**src/rtl/lc3b_types.sv**
```systemverilog
// Shared LC-3b types for the MEM stage: word/register/opcode widths, the access FSM
// state enum and opcode classification helpers.
package lc3b_types;

  typedef logic [15:0] lc3b_word;
  typedef logic [2:0]  lc3b_reg;
  typedef logic [3:0]  lc3b_opcode;
  typedef logic [1:0]  lc3b_be;

  typedef enum logic [1:0] {
    IDLE = 2'b00,
    ACC1 = 2'b01,
    ACC2 = 2'b10
  } mem_stage_state_t;

  localparam lc3b_opcode OP_LDB = 4'h2;
  localparam lc3b_opcode OP_STB = 4'h3;
  localparam lc3b_opcode OP_LDR = 4'h6;
  localparam lc3b_opcode OP_STR = 4'h7;
  localparam lc3b_opcode OP_LDI = 4'hA;
  localparam lc3b_opcode OP_STI = 4'hB;

  function automatic logic is_mem_op(input lc3b_opcode op);
    case (op)
      OP_LDB, OP_STB, OP_LDR, OP_STR, OP_LDI, OP_STI: is_mem_op = 1'b1;
      default:                                        is_mem_op = 1'b0;
    endcase
  endfunction

  // STI counts as a store even though its first access is a pointer read.
  function automatic logic is_store(input lc3b_opcode op);
    case (op)
      OP_STB, OP_STR, OP_STI: is_store = 1'b1;
      default:                is_store = 1'b0;
    endcase
  endfunction

  function automatic logic is_indirect(input lc3b_opcode op);
    case (op)
      OP_LDI, OP_STI: is_indirect = 1'b1;
      default:        is_indirect = 1'b0;
    endcase
  endfunction

endpackage

```
**src/rtl/store_align.sv**
```systemverilog
// Store data/byte-enable formatting: STB replicates the low byte into both lanes and
// selects the lane by address bit 0; every other access is a full word.
module store_align
  import lc3b_types::*;
(
  input  logic [3:0]  opcode,
  input  logic        addr_lsb,
  input  logic [15:0] src,
  output logic [15:0] wdata,
  output logic [1:0]  byte_enable
);

  // Lane selection for byte stores, full word otherwise.
  always_comb begin
    wdata       = src;
    byte_enable = 2'b11;
    if (opcode == OP_STB) begin
      wdata       = {src[7:0], src[7:0]};
      byte_enable = addr_lsb ? 2'b10 : 2'b01;
    end else begin
      wdata       = src;
      byte_enable = 2'b11;
    end
  end

endmodule

```
**src/rtl/mem_access_stage.sv**
```systemverilog
// LC-3b MEM stage: data-memory access FSM (incl. LDI/STI indirection) feeding MEM/WB.
// Optional stall-cycle counter enabled by defining MEM_ACCESS_STAGE_PERF_EN.
module mem_access_stage
  import lc3b_types::*;
(
  input  logic        clk,
  input  logic        rst,
  input  logic        in_valid,
  input  logic [3:0]  in_opcode,
  input  logic [15:0] in_pc,
  input  logic [15:0] in_pc_br,
  input  logic [15:0] in_alu_out,
  input  logic [15:0] in_src_data,
  input  logic [2:0]  in_dest,
  input  logic        in_load_cc,
  input  logic        in_load_regfile,
  input  logic [2:0]  in_regfilemux_sel,
  input  logic        flush,
  output logic        stall,
  output logic        dmem_read,
  output logic        dmem_write,
  output logic [15:0] dmem_address,
  output logic [15:0] dmem_wdata,
  output logic [1:0]  dmem_byte_enable,
  input  logic [15:0] dmem_rdata,
  input  logic        dmem_resp,
  output logic        wb_valid,
  output logic [15:0] wb_pc,
  output logic [15:0] wb_pc_br,
  output logic [15:0] wb_dmem_address,
  output logic [15:0] wb_mem_rdata,
  output logic [15:0] wb_alu_out,
  output logic [2:0]  wb_dest,
  output logic [3:0]  wb_opcode,
  output logic        wb_load_cc,
  output logic        wb_load_regfile,
  output logic [2:0]  wb_regfilemux_sel,
  output logic [15:0] perf_stall_cycles
);

  mem_stage_state_t state;
  logic        flushed_r;
  logic        mem_op_s, store_s, ind_s, flush_any_s;
  logic        issue_s, pass_s, final_s, retire_s, stall_s;
  logic [15:0] align_wdata_s;
  logic [1:0]  align_be_s;

  assign mem_op_s    = is_mem_op(in_opcode);
  assign store_s     = is_store(in_opcode);
  assign ind_s       = is_indirect(in_opcode);
  // A flush seen in any earlier access cycle is remembered until the access completes.
  assign flush_any_s = flush | flushed_r;

  store_align u_store_align (
    .opcode      (in_opcode),
    .addr_lsb    (in_alu_out[0]),
    .src         (in_src_data),
    .wdata       (align_wdata_s),
    .byte_enable (align_be_s)
  );

  // Decide whether this cycle's response ends the instruction.
  always_comb begin
    final_s = 1'b0;
    case (state)
      IDLE:    final_s = 1'b0;
      ACC1:    final_s = dmem_resp & (~ind_s | flush_any_s);
      ACC2:    final_s = dmem_resp;
      default: final_s = 1'b0;
    endcase
  end

  assign issue_s  = (state == IDLE) & in_valid & ~flush & mem_op_s;
  assign pass_s   = (state == IDLE) & in_valid & ~flush & ~mem_op_s;
  assign retire_s = pass_s | (final_s & ~flush_any_s);
  assign stall_s  = issue_s | ((state != IDLE) & ~final_s);
  assign stall    = stall_s & ~rst;

  // Access FSM; the memory request is registered and held until its response.
  always_ff @(posedge clk or posedge rst) begin
    if (rst) begin
      state            <= IDLE;
      flushed_r        <= 1'b0;
      dmem_read        <= 1'b0;
      dmem_write       <= 1'b0;
      dmem_address     <= 16'h0000;
      dmem_wdata       <= 16'h0000;
      dmem_byte_enable <= 2'b00;
    end else begin
      case (state)
        IDLE: begin
          flushed_r <= 1'b0;
          if (issue_s) begin
            state            <= ACC1;
            dmem_read        <= ~store_s | ind_s;
            dmem_write       <= store_s & ~ind_s;
            dmem_address     <= in_alu_out;
            dmem_wdata       <= align_wdata_s;
            dmem_byte_enable <= align_be_s;
          end else begin
            state <= IDLE;
          end
        end
        ACC1, ACC2: begin
          if (final_s) begin
            state            <= IDLE;
            flushed_r        <= 1'b0;
            dmem_read        <= 1'b0;
            dmem_write       <= 1'b0;
            dmem_address     <= 16'h0000;
            dmem_wdata       <= 16'h0000;
            dmem_byte_enable <= 2'b00;
          end else if (dmem_resp) begin
            // Pointer fetched: second access goes to the returned address.
            state        <= ACC2;
            dmem_address <= dmem_rdata;
            dmem_read    <= ~store_s;
            dmem_write   <= store_s;
          end else begin
            flushed_r <= flush_any_s;
          end
        end
        default: begin
          state            <= IDLE;
          flushed_r        <= 1'b0;
          dmem_read        <= 1'b0;
          dmem_write       <= 1'b0;
          dmem_address     <= 16'h0000;
          dmem_wdata       <= 16'h0000;
          dmem_byte_enable <= 2'b00;
        end
      endcase
    end
  end

  // MEM/WB register: loads on retirement, otherwise carries a bubble.
  always_ff @(posedge clk or posedge rst) begin
    if (rst) begin
      wb_valid          <= 1'b0;
      wb_load_cc        <= 1'b0;
      wb_load_regfile   <= 1'b0;
      wb_pc             <= 16'h0000;
      wb_pc_br          <= 16'h0000;
      wb_dmem_address   <= 16'h0000;
      wb_mem_rdata      <= 16'h0000;
      wb_alu_out        <= 16'h0000;
      wb_dest           <= 3'b000;
      wb_opcode         <= 4'h0;
      wb_regfilemux_sel <= 3'b000;
    end else begin
      wb_valid        <= retire_s;
      wb_load_cc      <= retire_s & in_load_cc;
      wb_load_regfile <= retire_s & in_load_regfile;
      if (retire_s) begin
        wb_pc             <= in_pc;
        wb_pc_br          <= in_pc_br;
        wb_alu_out        <= in_alu_out;
        wb_dest           <= in_dest;
        wb_opcode         <= in_opcode;
        wb_regfilemux_sel <= in_regfilemux_sel;
        wb_dmem_address   <= pass_s ? 16'h0000 : dmem_address;
        wb_mem_rdata      <= (pass_s | store_s) ? 16'h0000 : dmem_rdata;
      end
    end
  end

`ifdef MEM_ACCESS_STAGE_PERF_EN
  logic [15:0] perf_r;

  // Saturating count of cycles in which upstream is held.
  always_ff @(posedge clk or posedge rst) begin
    if (rst) begin
      perf_r <= 16'h0000;
    end else if (stall_s && (perf_r != 16'hFFFF)) begin
      perf_r <= perf_r + 16'h0001;
    end
  end

  assign perf_stall_cycles = perf_r;
`else
  assign perf_stall_cycles = 16'h0000;
`endif

endmodule
```
**config.mk**
```make
export PLATFORM = sky130hd
export DESIGN_NAME = mem_access_stage
export DESIGN_NICKNAME = d
export VERILOG_FILES = /design/src/rtl/lc3b_types.sv /design/src/rtl/store_align.sv /design/src/rtl/mem_access_stage.sv
export SDC_FILE = /design/constraint.sdc
export NUM_CORES = 1
export LEC_CHECK = 0
export BUFFER_PORTS_ARGS = -buffer_cell sky130_fd_sc_hd__buf_2
export CAP_MARGIN = 20
export CELL_PAD_IN_SITES_DETAIL_PLACEMENT = 1
export CELL_PAD_IN_SITES_GLOBAL_PLACEMENT = 2
export CORE_ASPECT_RATIO = 0.9
export CORE_MARGIN = 2
export CORE_UTILIZATION = 30
export CTS_CLUSTER_SIZE = 25
export DETAILED_ROUTE_END_ITERATION = 8
export HOLD_SLACK_MARGIN = 0.12
export PLACE_DENSITY = 0.82
export SYNTH_ARGS = -nofsm -noshare
export SYNTH_HDL_FRONTEND = slang
export SYNTH_SLANG_ARGS = --single-unit
```
**constraint.sdc**
```tcl
create_clock -name clk -period 5 [get_ports clk]
set_clock_uncertainty 0.1 [all_clocks]
set_input_delay 0.25 -clock clk [delete_from_list [all_inputs] [get_ports clk]]
set_output_delay 0.25 -clock clk [all_outputs]
set_load 0.02 [all_outputs]
```
# After elaboration in Yosys (flattened, before gate mapping)
# Cells that the tools add are included.
# word_totals
regBits	132
input_bits	97
out_inout_bits	146
elab_cells	96
# classes
eq_ne	12
muxes	34
bitwise	24
reduce_logical	8
# ops
cell	n
2-to-1 mux 16 bit	8
one-hot mux 16 bit (2 select lines)	2
2-to-1 mux 1 bit	13
2-to-1 mux 2 bit	6
bitwise AND 1 bit	11
== test 4 x 2 -> 1 bit, second input constant	2
== test 4 x 3 -> 1 bit, second input constant	2
== test 4 bit, second input constant	2
one-hot mux 2 bit (2 select lines)	2
inverter 1 bit	7
!= test 3 bit, second input constant	2
bitwise OR 1 bit	6
one-hot mux 1 bit (2 select lines)	3
OR reduction 6 bit	1
!= test 2 bit, second input constant	2
AND reduction 2 bit	2
OR reduction 2 bit	2
OR reduction 3 bit	1
== test 2 x 1 -> 1 bit, second input constant	1
== test 2 bit, second input constant	1
zero test 2 bit	1
nonzero test 2 bit	1

# Longest topological paths before layout
# Gate-level depths: netlist of the first run.
# depth
word_depth	11
ltp_mapped	10
depth_no_buf	7

# Cells and area by module
# From an unflattened synthesis of the first run, not the netlist that was laid out.
# hier_totals
hier_cells	441
area_unflattened_um2	5746.8
# by_module_without_submodules
module	instances	cells_per_inst	area_each_um2
mem_access_stage	1	421	5532.8
store_align	1	20	214.0

# Least setup slack after synthesis of the first run
# No wires, ideal clock.
# synth_timing
kind	input port to output port
startpoint	input port rst
endpoint	output port stall
arrival_time_ns	3.588
slack_ns	1.062
path_stages	2
path_cell_list	inv_1 and3_1
# synth_via
elab_chain_len	2
# synth_lines
element	line	source
start: declaration	mem_access_stage.sv:7	input logic rst,
inverter 1 bit	mem_access_stage.sv:77	assign stall = stall_s & ~rst;
bitwise AND 1 bit	mem_access_stage.sv:77	
end: declaration	mem_access_stage.sv:19	output logic stall,
# Every way passes these cells.

# Final worst setup path of the first run
# layout_timing
startpoint	register state[0]
endpoint	register wb_alu_out[3]
# layout_via
elab_chain_len	5
# layout_lines
element	line	source
start: declaration	mem_access_stage.sv:41	mem_stage_state_t state;
start signal: assignment	mem_access_stage.sv:82	state <= IDLE;
start signal: assignment	mem_access_stage.sv:94	state <= ACC1;
start signal: assignment	mem_access_stage.sv:101	state <= IDLE;
zero test 2 bit	mem_access_stage.sv:74	assign pass_s = (state == IDLE) & in_valid & ~flush & ~mem_op_s;
bitwise AND 1 bit (3 in series)	mem_access_stage.sv:74	
bitwise OR 1 bit *	mem_access_stage.sv:75	assign retire_s = pass_s | (final_s & ~flush_any_s);
end signal: assignment	mem_access_stage.sv:157	wb_alu_out <= in_alu_out;
end: declaration	mem_access_stage.sv:32	output logic [15:0] wb_alu_out,
# Every way passes the cells marked *; elsewhere a longest branch is shown, timed or not.
# A chain may end at the register's enable or synchronous reset.

==> impl_metrics.py, run 1 <==
metrics = {
    "logic_synthesis": {
        "seq_area_frac_synth": 0.574,
        "yosys-top-cells-area": "dfrtp_1 (57%), mux2_4 (8.6%), mux2_2 (6.7%)",
        "synth_area_leader_cell": "dfrtp_1",
        "syn_inst": 417,
        "yosys_warnings": 0,
        "synth_area_per_cell_um2": 13.8,
        "synth.distinct_cells": 39,
        "synth-seq-cells": 132,
        "netlist_area_um2": 5750,
        "yosys.area.top_type_share": 0.574,
    },
    "worst_setup_path": {
        "reg2reg_depth": 8,
        "cp_max_fo": 33,
        "cp_top_family": "simple AND/OR/NAND/NOR gates",
        "r2r_slack_ns": 1.55,
        "cp-end-kind": "register",
        "path_cells": "inv_1 > ha_1 > nand3b_1 > nor2_2 > buf_4 > nor2_4 > buf_4 > mux2_4",
        "crit_arrival_ns": 3.64,
        "worstSetupPathType": "reg2reg",
        "reg2reg_to": "wb_alu_out[3]",
        "worstPathRequired_ns": 5.19,
        "crit_end": "wb_alu_out[3]",
        "slowest_delay_ns": 0.81,
        "critPathMostFrequentCell": "buf_4",
        "startpoint_type": "register",
        "crit_cells": 8,
        "crit_start": "state[0]",
        "path_buf_inv": 3,
        "r2r_start": "state[0]",
        "slowest_stage": "nor2_4",
    },
    "clocking": {
        "clock-sinks": 132,
        "clk_latency_ns": 0.41,
        "clkTransAtPathRegs_ns": 0.06,
        "cts_buffers": 17,
        "cts_repair_resize_count": 0,
        "post-cts-setup-buffers": 0,
        "htreeDepth": 4,
        "clock_path_buffers": 2,
        "clock-root-buffer": "clkbuf_16",
        "ctsHoldBuffers": 84,
        "cts_tree": "built",
    },
    "routing": {
        "dr.pass1.iters": 4,
        "wl_um": 18000,
        "ant_nets": 0,
        "first_iter_violations": 164,
        "route.detailed.drc": 0,
        "num_vias": 4544,
        "vias_per_cell": 4.57,
        "wire_per_inst_um": 18.1,
    },
    "layout": {
        "final_area_um2": 8460,
        "register_area_um2": 3300,
        "final_cells": 994,
        "syn_to_final_growth_pct": 47.0,
        "drive_gt1_frac": 0.458,
        "nets": 834,
        "mostFrequentLayoutCell": "buf_2",
        "multi_input_area_um2": 2200,
        "antenna_cells": 0,
        "layout_common_cells": "buf_2 (226), dfrtp_1 (132), dlygate4sd3_1 (84)",
        "fill_cells": 2085,
    },
    "pwr": {
        "p_seq_frac": 0.391,
        "ir_worst_vdd_v": 0.000177,
        "leakage_nw": 4.40,
        "internal_power_mw": 2.49,
        "power_density_nw_per_um2": 435,
        "power_frac_clock": 0.318,
        "p_sw_mw": 1.19,
        "combPwrFrac": 0.291,
        "sw_frac_of_total": 0.324,
        "power_mw": 3.68,
    },
    "timing": {
        "slew_headroom": 0.289,
        "finalCritPeriodShare": 0.690,
        "maxSlewViolCount": 0,
        "finalSetupTns_ns": 0,
        "period_minus_slack_ns": 3.45,
        "hold_viol": 0,
        "worst_slew_pin_slew_ns": 1.06,
        "rsz0062_at_grt": "false",
        "max_freq_ghz": 0.290,
        "setup_viol": 0,
    },
    "global_routing": {
        "first_global_vias": 5069,
        "grt_use_total": 0.180,
        "antenna_found_initial": 0,
        "grt_overflow": 0,
        "grt_max_degree": 72,
        "grt_pass1_wl_um": 28000,
    },
    "floorplan": {
        "io_pins": 243,
        "die_area_um2": 20300,
        "chipHeight_um": 135,
        "die_x_um": 150,
        "rows": 48,
        "initial_core_util": 0.303,
        "core_um2": 19000,
    },
    "place": {
        "place_area_um2": 7060,
        "dp.cells": 879,
        "gp_congestion": 0.759,
        "port_buffers": 226,
        "hpwlAfterDp_um": 12200,
    },
    "run": {
        "drv_cap": 0,
    },
    "hold_path": {
        "hp-class": "in2reg",
        "holdPathStages": 2,
    },
    "outcome": {
        "outcome": "completed",
    },
}
## metal layers
layer / up-vias / GRT usage / wire length, um
met5: - / 0 / 0
met4: 0 / 0.0592 / 342
met3: 23 / 0.0428 / 852
met2: 160 / 0.311 / 9140
met1: 2297 / 0.222 / 7710
li1: 2064 / - / -
## power groups by stage
stage	sequential (mW)	combinational, mW	clock [mW]
global placement	1.44	0.999	0
finish	1.44	1.07	1.17
global route	1.47	1.14	1.25
floorplan	1.72	0.367	0
detailed placement	1.45	1.03	0
CTS	1.44	1.08	1.20
## cells in the mapped netlist (all sizes together)
master	count
inv	15
nor4	2
mux2i	25
o21a	1
a21oi	1
o211ai	1
o31ai	1
o22ai	1
clkbuf	6
conb	1
a22o	16
nand2	27
nor4b	1
ha	4
nor4bb	1
nand2b	2
a21bo	1
nor2	20
buf	30
and3	1
mux2	67
a221o	18
nor3b	1
o21ai	6
nand3b	1
a211o	1
o211a	1
and4bb	1
nand4bb	1
nor2b	2
a21boi	10
and2	19
dfrtp	132
## per-stage QoR
stage	hold WS, ns	setup slack (ns)	utilization
after floorplan	0.279	1.06	-
after global placement	0.251	1.68	0.372
after detailed placement	0.267	1.49	0.372
after CTS	0.148	1.48	0.445
after global routing	0.165	1.31	0.446
final	0.178	1.55	0.446
## sequential cells by signal (all words and copies together), names as in the netlist
name / flops
wb_regfilemux_sel: 3
dmem_write: 1
wb_opcode: 4
wb_pc: 16
wb_dmem_address: 16
dmem_wdata: 16
wb_load_regfile: 1
wb_dest: 3
state: 2
dmem_address: 16
dmem_read: 1
wb_valid: 1
wb_alu_out: 16
wb_load_cc: 1
wb_pc_br: 16
dmem_byte_enable: 2
flushed_r: 1
wb_mem_rdata: 16
## cell families after synthesis
logic type	share of synthesized area
AOI/OAI and AO/OA	0.0868
DFF	0.574
adders and majority gates	0.00870
other	0.000652
muxes	0.196
buffers and inverters	0.0554
and+or+nand+nor	0.0783
## worst min-delay path by stage
stage	start	slack, ns	endpoint
floorplan	in_load_cc	0.28	wb_load_cc
global route	in_opcode[3]	0.16	wb_opcode[3]
global placement	rst	0.25	wb_alu_out[14]
finish	in_opcode[3]	0.18	wb_opcode[3]
CTS	in_opcode[3]	0.15	wb_opcode[3]
detailed placement	rst	0.27	wb_alu_out[10]
## cell type report
type                    count  share of cell area
clock buffers              19              0.0512
clock inverters            11              0.0135
inverters                  15             0.00725
multi-input cells         249               0.260
flip-flops and latches    132               0.390
well taps                 250              0.0370
repair buffers            318               0.241
(Power assumes the default switching activity.)
==> run 2: changes to the inputs <==
- clock period: 5 -> 3.55 ns (I/O delays scaled with it)
==> impl_metrics.py, run 2 (synthesis gave the netlist of run 1 again) <==
metrics = {
    "outcome": {
        "outcome": "completed",
    },
    "place": {
        "dp.cells": 881,
        "port_buffers": 226,
        "gp_congestion": 0.793,
        "hpwlAfterDp_um": 12100,
    },
    "routing": {
        "vias_per_cell": 4.52,
        "route.detailed.drc": 0,
        "wl_um": 17800,
        "num_vias": 4536,
        "first_iter_violations": 135,
        "ant_nets": 0,
        "wire_per_inst_um": 17.7,
        "dr.pass1.iters": 4,
    },
    "worst_setup_path": {
        "startpoint_type": "register",
        "r2r_start": "state[1]",
        "reg2reg_to": "dmem_address[2]",
        "worstSetupPathType": "reg2reg",
        "cp-end-kind": "register",
        "crit_arrival_ns": 3.46,
        "r2r_slack_ns": 0.35,
        "worstPathRequired_ns": 3.81,
        "cp_max_fo": 21,
        "reg2reg_depth": 8,
    },
    "pwr": {
        "power_mw": 5.48,
        "leakage_nw": 4.48,
        "power_density_nw_per_um2": 634,
        "ir_worst_vdd_v": 0.000260,
    },
    "clocking": {
        "clock-root-buffer": "clkbuf_16",
        "cts_buffers": 17,
        "post-cts-setup-buffers": 0,
        "cts_tree": "built",
        "clkTransAtPathRegs_ns": 0.06,
        "clock-sinks": 132,
        "clk_latency_ns": 0.42,
        "clock_path_buffers": 2,
        "htreeDepth": 4,
    },
    "global_routing": {
        "grt_overflow": 0,
        "grt_pass1_wl_um": 27700,
        "grt_use_total": 0.178,
        "antenna_found_initial": 1,
        "grt_max_degree": 70,
        "first_global_vias": 5111,
    },
    "hold_path": {
        "hold_end": "dmem_wdata[15]",
        "hp-start": "in_src_data[15]",
        "holdPathStages": 4,
        "hp-class": "in2reg",
    },
    "run": {
        "drv_cap": 0,
    },
    "timing": {
        "max_freq_ghz": 0.313,
        "hold_slack_ns": 0.135,
        "hold_viol": 0,
        "period_minus_slack_ns": 3.20,
        "slew_headroom": 0.314,
        "rsz0062_at_grt": "false",
        "setup_viol": 0,
        "maxSlewViolCount": 0,
        "finalCritPeriodShare": 0.901,
        "finalSetupTns_ns": 0,
        "worst_slew_pin_slew_ns": 1.03,
    },
    "layout": {
        "final_cells": 1004,
        "syn_to_final_growth_pct": 50.2,
        "nets": 841,
        "drive_gt1_frac": 0.458,
        "layout_common_cells": "buf_2 (226), dfrtp_1 (132), dlygate4sd3_1 (90)",
        "mostFrequentLayoutCell": "buf_2",
    },
    "floorplan": {
        "rows": 48,
        "chipHeight_um": 135,
        "die_x_um": 150,
        "io_pins": 243,
        "die_area_um2": 20300,
        "core_um2": 19000,
        "initial_core_util": 0.303,
    },
}
[run 2: cell count changes in the layout (fill, tap and decap cells not counted), sizes merged]
| cell | change |
|---|---|
| dlygate4sd3 | +6 |
| bufinv | +3 |
| buf | +1 |
| clkbuf | -1 |
| clkinvlp | -1 |
| diode | +1 |
| inv | +1 |
[run 2: how the worst max path moves through the flow]
stage / from / endpoint / slack [ns] / cells past startpoint
final: state[1] / dmem_address[2] / 0.35 / 8
after global routing: state[1] / dmem_address[2] / 0.08 / 8
after CTS: state[1] / dmem_address[2] / 0.30 / 8
after detailed placement: state[0] / wb_pc[2] / 0.68 / 7
after global placement: state[0] / wb_dest[2] / 0.80 / 7
after floorplan: rst / stall / 0.66 / 2
[run 2: metal layers]
layer  global-route usage  vias to the layer above  part of all wire
met5                    0                        -                 0
met4               0.0671                        0             0.019
met3               0.0384                       21             0.048
met2                0.304                      148              0.50
met1                0.222                     2278              0.43
li1                     -                     2089                 -
[run 2: metrics by stage]
step / util / setup slack [ns] / cell area [um2]
final: 0.455 / 0.350 / 8640
after global routing: 0.455 / 0.0825 / 8640
after CTS: 0.455 / 0.303 / 8640
after detailed placement: 0.373 / 0.678 / 7080
after global placement: 0.373 / 0.797 / 7080
after floorplan: - / 0.662 / 5810
[run 2: repair_timing]
action                    in CTS  in global routing
resized for setup              0                  0
hold buffers                  90                  0
hold endpoints to repair     239                  0
[run 2: worst max-delay path, cell delays in order (launching register included)]
cell and delay (ns):
dfrtp_1 0.40, inv_1 0.12, ha_1 0.62, nand3b_1 0.34
nor4_4 0.45, buf_4 0.29, and2_1 0.15, a221o_1 0.10
dlygate4sd3_1 0.56
[run 2: layout make-up]
type / instances / area (um2)
inverter: 15 / 60.1
multi-input combinational: 249 / 2200
clock buffer: 18 / 429
tap: 250 / 313
antenna: 1 / 2.50
clock inverter: 14 / 225
timing repair buffer: 325 / 2110
sequential: 132 / 3300
fill: 2067 / 10300
[run 2: power breakdown]
group	switching (mW)	internal, mW	total [mW]	leakage (nW)
sequential	0.192	1.83	2.02	1.66
clock	0.684	1.26	1.94	0.319
combinational	0.860	0.662	1.52	2.50
